==> src/rtl/booth_mul_seq_pkg.sv <==
// Shared types and recoding helpers for the sequential Booth multiplier.
//   state_t    : control FSM states
//   booth_op_t : datapath operation selected by Booth recoding
//   recode_r2  : radix-2 recoding of {q0, qm}
//   recode_r4  : radix-4 (modified Booth) recoding of {q1, q0, qm}
package booth_pkg;

    typedef enum logic [1:0] {
        IDLE,
        LOAD,
        ITER,
        DONE
    } state_t;

    typedef enum logic [2:0] {
        OP_NOP,
        OP_ADD_M,
        OP_SUB_M,
        OP_ADD_2M,
        OP_SUB_2M
    } booth_op_t;

    function automatic booth_op_t recode_r2(input logic [1:0] bits);
        booth_op_t op;
        case (bits)
            2'b01:   op = OP_ADD_M;
            2'b10:   op = OP_SUB_M;
            default: op = OP_NOP;
        endcase
        return op;
    endfunction

    function automatic booth_op_t recode_r4(input logic [2:0] bits);
        booth_op_t op;
        case (bits)
            3'b001, 3'b010: op = OP_ADD_M;
            3'b011:         op = OP_ADD_2M;
            3'b100:         op = OP_SUB_2M;
            3'b101, 3'b110: op = OP_SUB_M;
            default:        op = OP_NOP;
        endcase
        return op;
    endfunction

endpackage

==> src/rtl/booth_mul_seq_if.sv <==
// Operand / product handshake bundle for booth_mul_seq.
//   in_valid, in_ready          : operand channel (valid/ready)
//   multiplicand, multiplier    : WIDTH-bit two's complement operands
//   out_valid, out_ready        : product channel (valid/ready)
//   product                     : 2*WIDTH-bit signed product
//   busy                        : multiplier has an operation in flight
// master = operand issuer / result collector, slave = the multiplier.
interface booth_mul_seq_if #(
    parameter int WIDTH = 8
);
    logic                 in_valid;
    logic                 in_ready;
    logic [WIDTH-1:0]     multiplicand;
    logic [WIDTH-1:0]     multiplier;
    logic                 out_valid;
    logic                 out_ready;
    logic [2*WIDTH-1:0]   product;
    logic                 busy;

    modport master (
        output in_valid, multiplicand, multiplier, out_ready,
        input  in_ready, out_valid, product, busy
    );

    modport slave (
        input  in_valid, multiplicand, multiplier, out_ready,
        output in_ready, out_valid, product, busy
    );
endinterface

==> src/rtl/booth_mul_seq_dp.sv <==
// Booth datapath: M / A / Q / qm registers, add/sub unit and arithmetic shifter.
//   clk, rst_n         : clock, async active-low reset (clears all registers)
//   capture            : latch multiplicand into M and multiplier into Q
//   load               : clear A and qm before the first iteration
//   shift              : apply op to A, then shift {A,Q,qm} right by 1 or 2
//   op                 : operation chosen by the recoder
//   rbits              : {Q[1], Q[0], qm} for the recoder
//   product            : {A[WIDTH-1:0], Q}
module booth_dp
    import booth_pkg::*;
#(
    parameter int WIDTH  = 8,
    parameter bit RADIX4 = 1'b0
) (
    input  logic                 clk,
    input  logic                 rst_n,
    input  logic                 capture,
    input  logic [WIDTH-1:0]     multiplicand,
    input  logic [WIDTH-1:0]     multiplier,
    input  logic                 load,
    input  logic                 shift,
    input  booth_op_t            op,
    output logic [2:0]           rbits,
    output logic [2*WIDTH-1:0]   product
);
    // Two guard bits on A keep +-2M from overflowing in radix-4 mode.
    localparam int AW = WIDTH + 2;
    localparam int SH = RADIX4 ? 2 : 1;
    localparam int VW = AW + WIDTH + 1;

    logic [AW-1:0]    a_q;
    logic [WIDTH-1:0] m_q;
    logic [WIDTH-1:0] q_q;
    logic             qm_q;

    logic [AW-1:0]    m1;
    logic [AW-1:0]    m2;
    logic [AW-1:0]    a_sum;
    logic [VW-1:0]    vec;
    logic [VW-1:0]    vec_sh;

    always_comb begin
        m1 = {{2{m_q[WIDTH-1]}}, m_q};
        m2 = {m_q[WIDTH-1], m_q, 1'b0};
        case (op)
            OP_ADD_M:  a_sum = a_q + m1;
            OP_SUB_M:  a_sum = a_q - m1;
            OP_ADD_2M: a_sum = a_q + m2;
            OP_SUB_2M: a_sum = a_q - m2;
            default:   a_sum = a_q;
        endcase
        // Add and shift happen in the same cycle: shift the post-add value.
        vec    = {a_sum, q_q, qm_q};
        vec_sh = $signed(vec) >>> SH;
    end

    always_ff @(posedge clk or negedge rst_n) begin
        if (!rst_n) begin
            a_q  <= '0;
            m_q  <= '0;
            q_q  <= '0;
            qm_q <= 1'b0;
        end else if (capture) begin
            m_q <= multiplicand;
            q_q <= multiplier;
        end else if (load) begin
            a_q  <= '0;
            qm_q <= 1'b0;
        end else if (shift) begin
            a_q  <= vec_sh[VW-1 -: AW];
            q_q  <= vec_sh[WIDTH:1];
            qm_q <= vec_sh[0];
        end
    end

    assign rbits   = {q_q[1:0], qm_q};
    assign product = {a_q[WIDTH-1:0], q_q};

endmodule

==> src/rtl/booth_mul_seq.sv <==
// Sequential signed Booth multiplier, radix-2 or radix-4, with valid/ready
// handshakes on operands and product.
//   clk    : clock, rising edge
//   rst_n  : asynchronous active-low reset; discards any operation in flight
//   bus    : booth_mul_seq_if.slave (operand channel, product channel, busy)
// Parameters: WIDTH (>= 4, even when RADIX4), RADIX4 (0 = radix-2, 1 = radix-4).
// Timing: accept cycle, one LOAD cycle, ITERS ITER cycles, then DONE until the
// product is taken; one product per ITERS+3 cycles back to back.
module booth_mul_seq
    import booth_pkg::*;
#(
    parameter int WIDTH  = 8,
    parameter bit RADIX4 = 1'b0
) (
    input  logic          clk,
    input  logic          rst_n,
    booth_mul_seq_if.slave bus
);
    localparam int ITERS = RADIX4 ? WIDTH / 2 : WIDTH;
    localparam int CNT_W = (ITERS > 1) ? $clog2(ITERS) : 1;

    if (WIDTH < 4 || (RADIX4 && (WIDTH % 2) != 0)) begin : g_bad_params
        $error("booth_mul_seq: WIDTH must be >= 4 and even when RADIX4=1");
    end

    state_t           state_q;
    state_t           state_d;
    logic [CNT_W-1:0] cnt_q;

    logic             in_ready;
    logic             out_valid;
    logic             capture;
    logic             load;
    logic             shift;
    logic [2:0]       rbits;
    booth_op_t        op;

    always_ff @(posedge clk or negedge rst_n) begin
        if (!rst_n) begin
            state_q <= IDLE;
            cnt_q   <= '0;
        end else begin
            state_q <= state_d;
            if (state_q == LOAD) begin
                cnt_q <= CNT_W'(ITERS - 1);
            end else if (state_q == ITER && cnt_q != '0) begin
                cnt_q <= cnt_q - 1'b1;
            end
        end
    end

    always_comb begin
        state_d   = state_q;
        in_ready  = 1'b0;
        out_valid = 1'b0;
        capture   = 1'b0;
        load      = 1'b0;
        shift     = 1'b0;
        case (state_q)
            IDLE: begin
                in_ready = 1'b1;
                if (bus.in_valid) begin
                    capture = 1'b1;
                    state_d = LOAD;
                end
            end
            LOAD: begin
                load    = 1'b1;
                state_d = ITER;
            end
            ITER: begin
                shift = 1'b1;
                if (cnt_q == '0) begin
                    state_d = DONE;
                end
            end
            DONE: begin
                out_valid = 1'b1;
                if (bus.out_ready) begin
                    state_d = IDLE;
                end
            end
            default: state_d = IDLE;
        endcase
    end

    always_comb begin
        op = RADIX4 ? recode_r4(rbits) : recode_r2(rbits[1:0]);
    end

    booth_dp #(
        .WIDTH (WIDTH),
        .RADIX4(RADIX4)
    ) u_dp (
        .clk         (clk),
        .rst_n       (rst_n),
        .capture     (capture),
        .multiplicand(bus.multiplicand),
        .multiplier  (bus.multiplier),
        .load        (load),
        .shift       (shift),
        .op          (op),
        .rbits       (rbits),
        .product     (bus.product)
    );

    assign bus.in_ready  = in_ready;
    assign bus.out_valid = out_valid;
    assign bus.busy      = (state_q != IDLE);

endmodule
==> src/flat_wrapper.sv <==
// flat-port wrapper written by rule: the top's interface ports become plain ports
module booth_mul_seq_flat import booth_pkg::*;
#(
    parameter int WIDTH  = 8,
    parameter bit RADIX4 = 1'b0
)
  (clk, rst_n, bus_in_valid, bus_multiplicand, bus_multiplier, bus_out_ready, bus_in_ready, bus_out_valid, bus_product, bus_busy);
  booth_mul_seq_if #(.WIDTH(WIDTH)) bus_i ();
  input  logic clk;
  input  logic rst_n;
  input wire logic [$bits(bus_i.in_valid)-1:0] bus_in_valid;
  input wire logic [$bits(bus_i.multiplicand)-1:0] bus_multiplicand;
  input wire logic [$bits(bus_i.multiplier)-1:0] bus_multiplier;
  input wire logic [$bits(bus_i.out_ready)-1:0] bus_out_ready;
  output wire logic [$bits(bus_i.in_ready)-1:0] bus_in_ready;
  output wire logic [$bits(bus_i.out_valid)-1:0] bus_out_valid;
  output wire logic [$bits(bus_i.product)-1:0] bus_product;
  output wire logic [$bits(bus_i.busy)-1:0] bus_busy;
  assign bus_i.in_valid = bus_in_valid;
  assign bus_i.multiplicand = bus_multiplicand;
  assign bus_i.multiplier = bus_multiplier;
  assign bus_i.out_ready = bus_out_ready;
  assign bus_in_ready = bus_i.in_ready;
  assign bus_out_valid = bus_i.out_valid;
  assign bus_product = bus_i.product;
  assign bus_busy = bus_i.busy;
  booth_mul_seq #(.WIDTH(WIDTH), .RADIX4(RADIX4)) u_core (.clk(clk), .rst_n(rst_n), .bus(bus_i));
endmodule
==> config.mk <==
export PLATFORM = sky130hd
export DESIGN_NAME = booth_mul_seq_flat
export DESIGN_NICKNAME = d
export VERILOG_FILES = /design/src/rtl/booth_mul_seq_pkg.sv /design/src/rtl/booth_mul_seq_if.sv /design/src/rtl/booth_mul_seq_dp.sv /design/src/rtl/booth_mul_seq.sv /design/src/flat_wrapper.sv
export SDC_FILE = /design/constraint.sdc
export NUM_CORES = 1
export LEC_CHECK = 0
export BUFFER_PORTS_ARGS = -buffer_cell sky130_fd_sc_hd__buf_2
export CORE_MARGIN = 5
export CORE_UTILIZATION = 40
export CTS_CLUSTER_DIAMETER = 150
export CTS_CLUSTER_SIZE = 40
export DETAILED_ROUTE_END_ITERATION = 10
export SLEW_MARGIN = 10
export SYNTH_ARGS = -nofsm -noshare
export SYNTH_HDL_FRONTEND = slang
export SYNTH_SLANG_ARGS = --single-unit
export TNS_END_PERCENT = 30
==> constraint.sdc <==
create_clock -name clk -period 3.7 [get_ports clk]
set_input_delay 0.37 -clock clk [delete_from_list [all_inputs] [get_ports clk]]
set_output_delay 0.37 -clock clk [all_outputs]
set_load 0.01 [all_outputs]
==> results.toml <==
[timing]
relSlewSlack = 0.532
report.final.slew_viol_count = 0
timing.final.crit_share = 0.773
tightest_slew_ns = 0.702
period_minus_slack_ns = 2.86
setup_viol = 0
clock_skew_ns = 0.00319
fin_tns_setup_ns = 0
rsz0062_at_grt = "false"
finalHoldViolCount = 0
fmax_mhz = 350

[final_layout]
diodes = 0
fillers = 590
multi_input_comb_area_mm2 = 0.00154
final_cell_mix = "42 x nand2_1, 38 x buf_2, 31 x dfrtp_1"
final_common_cell = "nand2_1"
area_growth_pct = 12.2
ff_latch_area_um2 = 776
drive_above_1_share = 0.171
fin_nets = 371

[detailed_routing]
wl_um = 5710
num_vias = 2058
dr.pass1.iters = 4
ant_nets = 0
drcViolationCount = 0
wl_per_cell_um = 14.4
drt_iter0_drc = 165
vias_per_cell = 5.18

[critical_path]
crit_required_ns = 3.85
cp-start-kind = "flip-flop"
worstReg2RegEnd = "u_core.u_dp.a_q[6]"
critPathLaunch = "u_core.u_dp.qm_q"
path_class = "reg2reg"
crit_path_end_kind = "flip-flop"
r2r_start = "u_core.u_dp.qm_q"
cp.arrival_ns = 3.01
rr_worst_depth = 11
regToRegSetupSlack_ns = 0.84
critPathMaxFanout = 11

[die]
num_rows = 28
dieArea_mm2 = 0.00792
die_h_um = 89.0
core-area_mm2 = 0.00599
die_w_um = 89.0
initial_core_util = 0.417
io_pins = 39

[yosys]
syn-instance-count = 291
synth_edf_count = 0
synth-seq-cells = 31
syn-num-nets = 341
syn_area_per_cell_um2 = 8.58
synth_area_mm2 = 0.00250
synthFlopType = "dfrtp_1"
ys_seq_area_frac = 0.311
async_reset_ff_frac = 1.00
yosys.cell_types.count = 45
yosys_warnings = 0

[placement]
place_congestion = 0.862
dp_hpwl_um = 4470
io_buffer_count = 38

[flow_run]
drv_cap = 0

[clocking]
cts_buffers = 5
ctsHtreeMaxLevel = 2
post-cts-setup-buffers = 0
ctsResizeCount = 0
clockBufferDepth = 2
clk_latency_ns = 0.28
cts-root-buf = "clkbuf_8"
clock_sinks = 31
clk_pin_slew_worst_paths_ns = 0.07
cts_hold_repair.buffers = 0
tritoncts = "built"

[worst_hold_path]
min_path_type = "in2async"

[status]
outcome = "finished, final reports clean"

[grt]
grt_first_pass_wirelength_um = 9680
grt-ovfl-total = 0
grt_use_total = 0.159
antenna_found_initial = 0
grt_max_degree = 32
grt_pass1_vias = 2004
[synthesized netlist by cell type (all sizes together) (2+ instances only)]
master / number / area share
inv: 23 / 0.035
o211ai: 3 / 0.0090
mux2i: 4 / 0.016
a31oi: 3 / 0.0075
xor2: 8 / 0.028
o21ai: 27 / 0.054
nand2: 42 / 0.063
fa: 2 / 0.016
nor2b: 7 / 0.021
xnor2: 12 / 0.042
a211o: 3 / 0.011
a22oi: 7 / 0.021
a221oi: 2 / 0.0070
nor3: 5 / 0.010
buf: 9 / 0.026
ha: 28 / 0.14
mux2: 2 / 0.0090
nand2b: 3 / 0.0075
o21a: 5 / 0.015
and2: 3 / 0.0075
a21oi: 21 / 0.044
clkbuf: 7 / 0.011
a21o: 3 / 0.0090
dfrtp: 31 / 0.31
a211oi: 3 / 0.011
nor2: 15 / 0.024
[how the worst max path moves through the flow]
stage / endpoint / slack, ns
floorplan: u_core.u_dp.a_q[6] / 0.89
global placement: u_core.u_dp.a_q[6] / 0.91
detailed placement: u_core.u_dp.a_q[6] / 0.85
CTS: u_core.u_dp.a_q[6] / 0.83
global route: u_core.u_dp.a_q[6] / 0.67
finish: u_core.u_dp.a_q[6] / 0.84
[cell type report]
cell class / count / share of cell area
clock buffer: 7 / 0.0344
clock inverter: 1 / 0.00268
inverter: 23 / 0.0308
multi-input combinational: 221 / 0.551
sequential: 31 / 0.277
tap: 75 / 0.0335
timing repair buffer: 39 / 0.0706
[per-stage QoR]
step                      utilization  instances  hold slack (ns)  instance area [µm²]  worst slack, ns
after floorplan                     -        291           0.0744                 2500            0.886
after global placement          0.450        389            0.469                 2700            0.912
after detailed placement        0.450        389            0.465                 2700            0.849
after CTS                       0.468        397            0.150                 2800            0.826
after global routing            0.468        397            0.188                 2800            0.672
final                           0.468        397            0.134                 2800            0.839
[critical path, stage by stage (launching register included)]
cell and delay [ns]:
dfrtp_1 0.38, inv_1 0.09, ha_1 0.36, mux2_2 0.41, inv_1 0.06, ha_1 0.22
nor2b_4 0.12, o21a_1 0.18, a311o_2 0.43, a31oi_1 0.20, xor2_1 0.17, a31oi_1 0.10
[flip-flops by register name (all words and copies together) (netlist names)]
register and count:
u_core.u_dp.m_q 8, u_core.state_q 2, u_core.u_dp.qm_q 1, u_core.cnt_q 3, u_core.u_dp.a_q 9, u_core.u_dp.q_q 8
[layer usage]
layer,part of all wire,routed length [µm],GRT usage,up-vias
met5,0,0,0,-
met4,0.0065,37,0.0447,0
met3,0.050,283,0.0424,2
met2,0.43,2480,0.242,47
met1,0.51,2910,0.223,949
li1,-,-,-,1060
[cell families (layout without fill, tap and decap cells)]
| kind of cell | count (synthesis) | count (layout) | synth area share |
|---|---|---|---|
| buffers and inverters | 39 | 70 | 0.0707 |
| AO/OA/AOI/OAI | 87 | 87 | 0.227 |
| multiplexers | 6 | 6 | 0.0251 |
| adder cells (fa/ha/maj) | 30 | 30 | 0.156 |
| XOR/XNOR | 20 | 20 | 0.0702 |
| flip-flops | 31 | 31 | 0.311 |
| AND/OR/NAND/NOR | 78 | 78 | 0.140 |
Power is not shown: default switching activity piles up to over one toggle a cycle in this logic, so the estimate is an artifact.
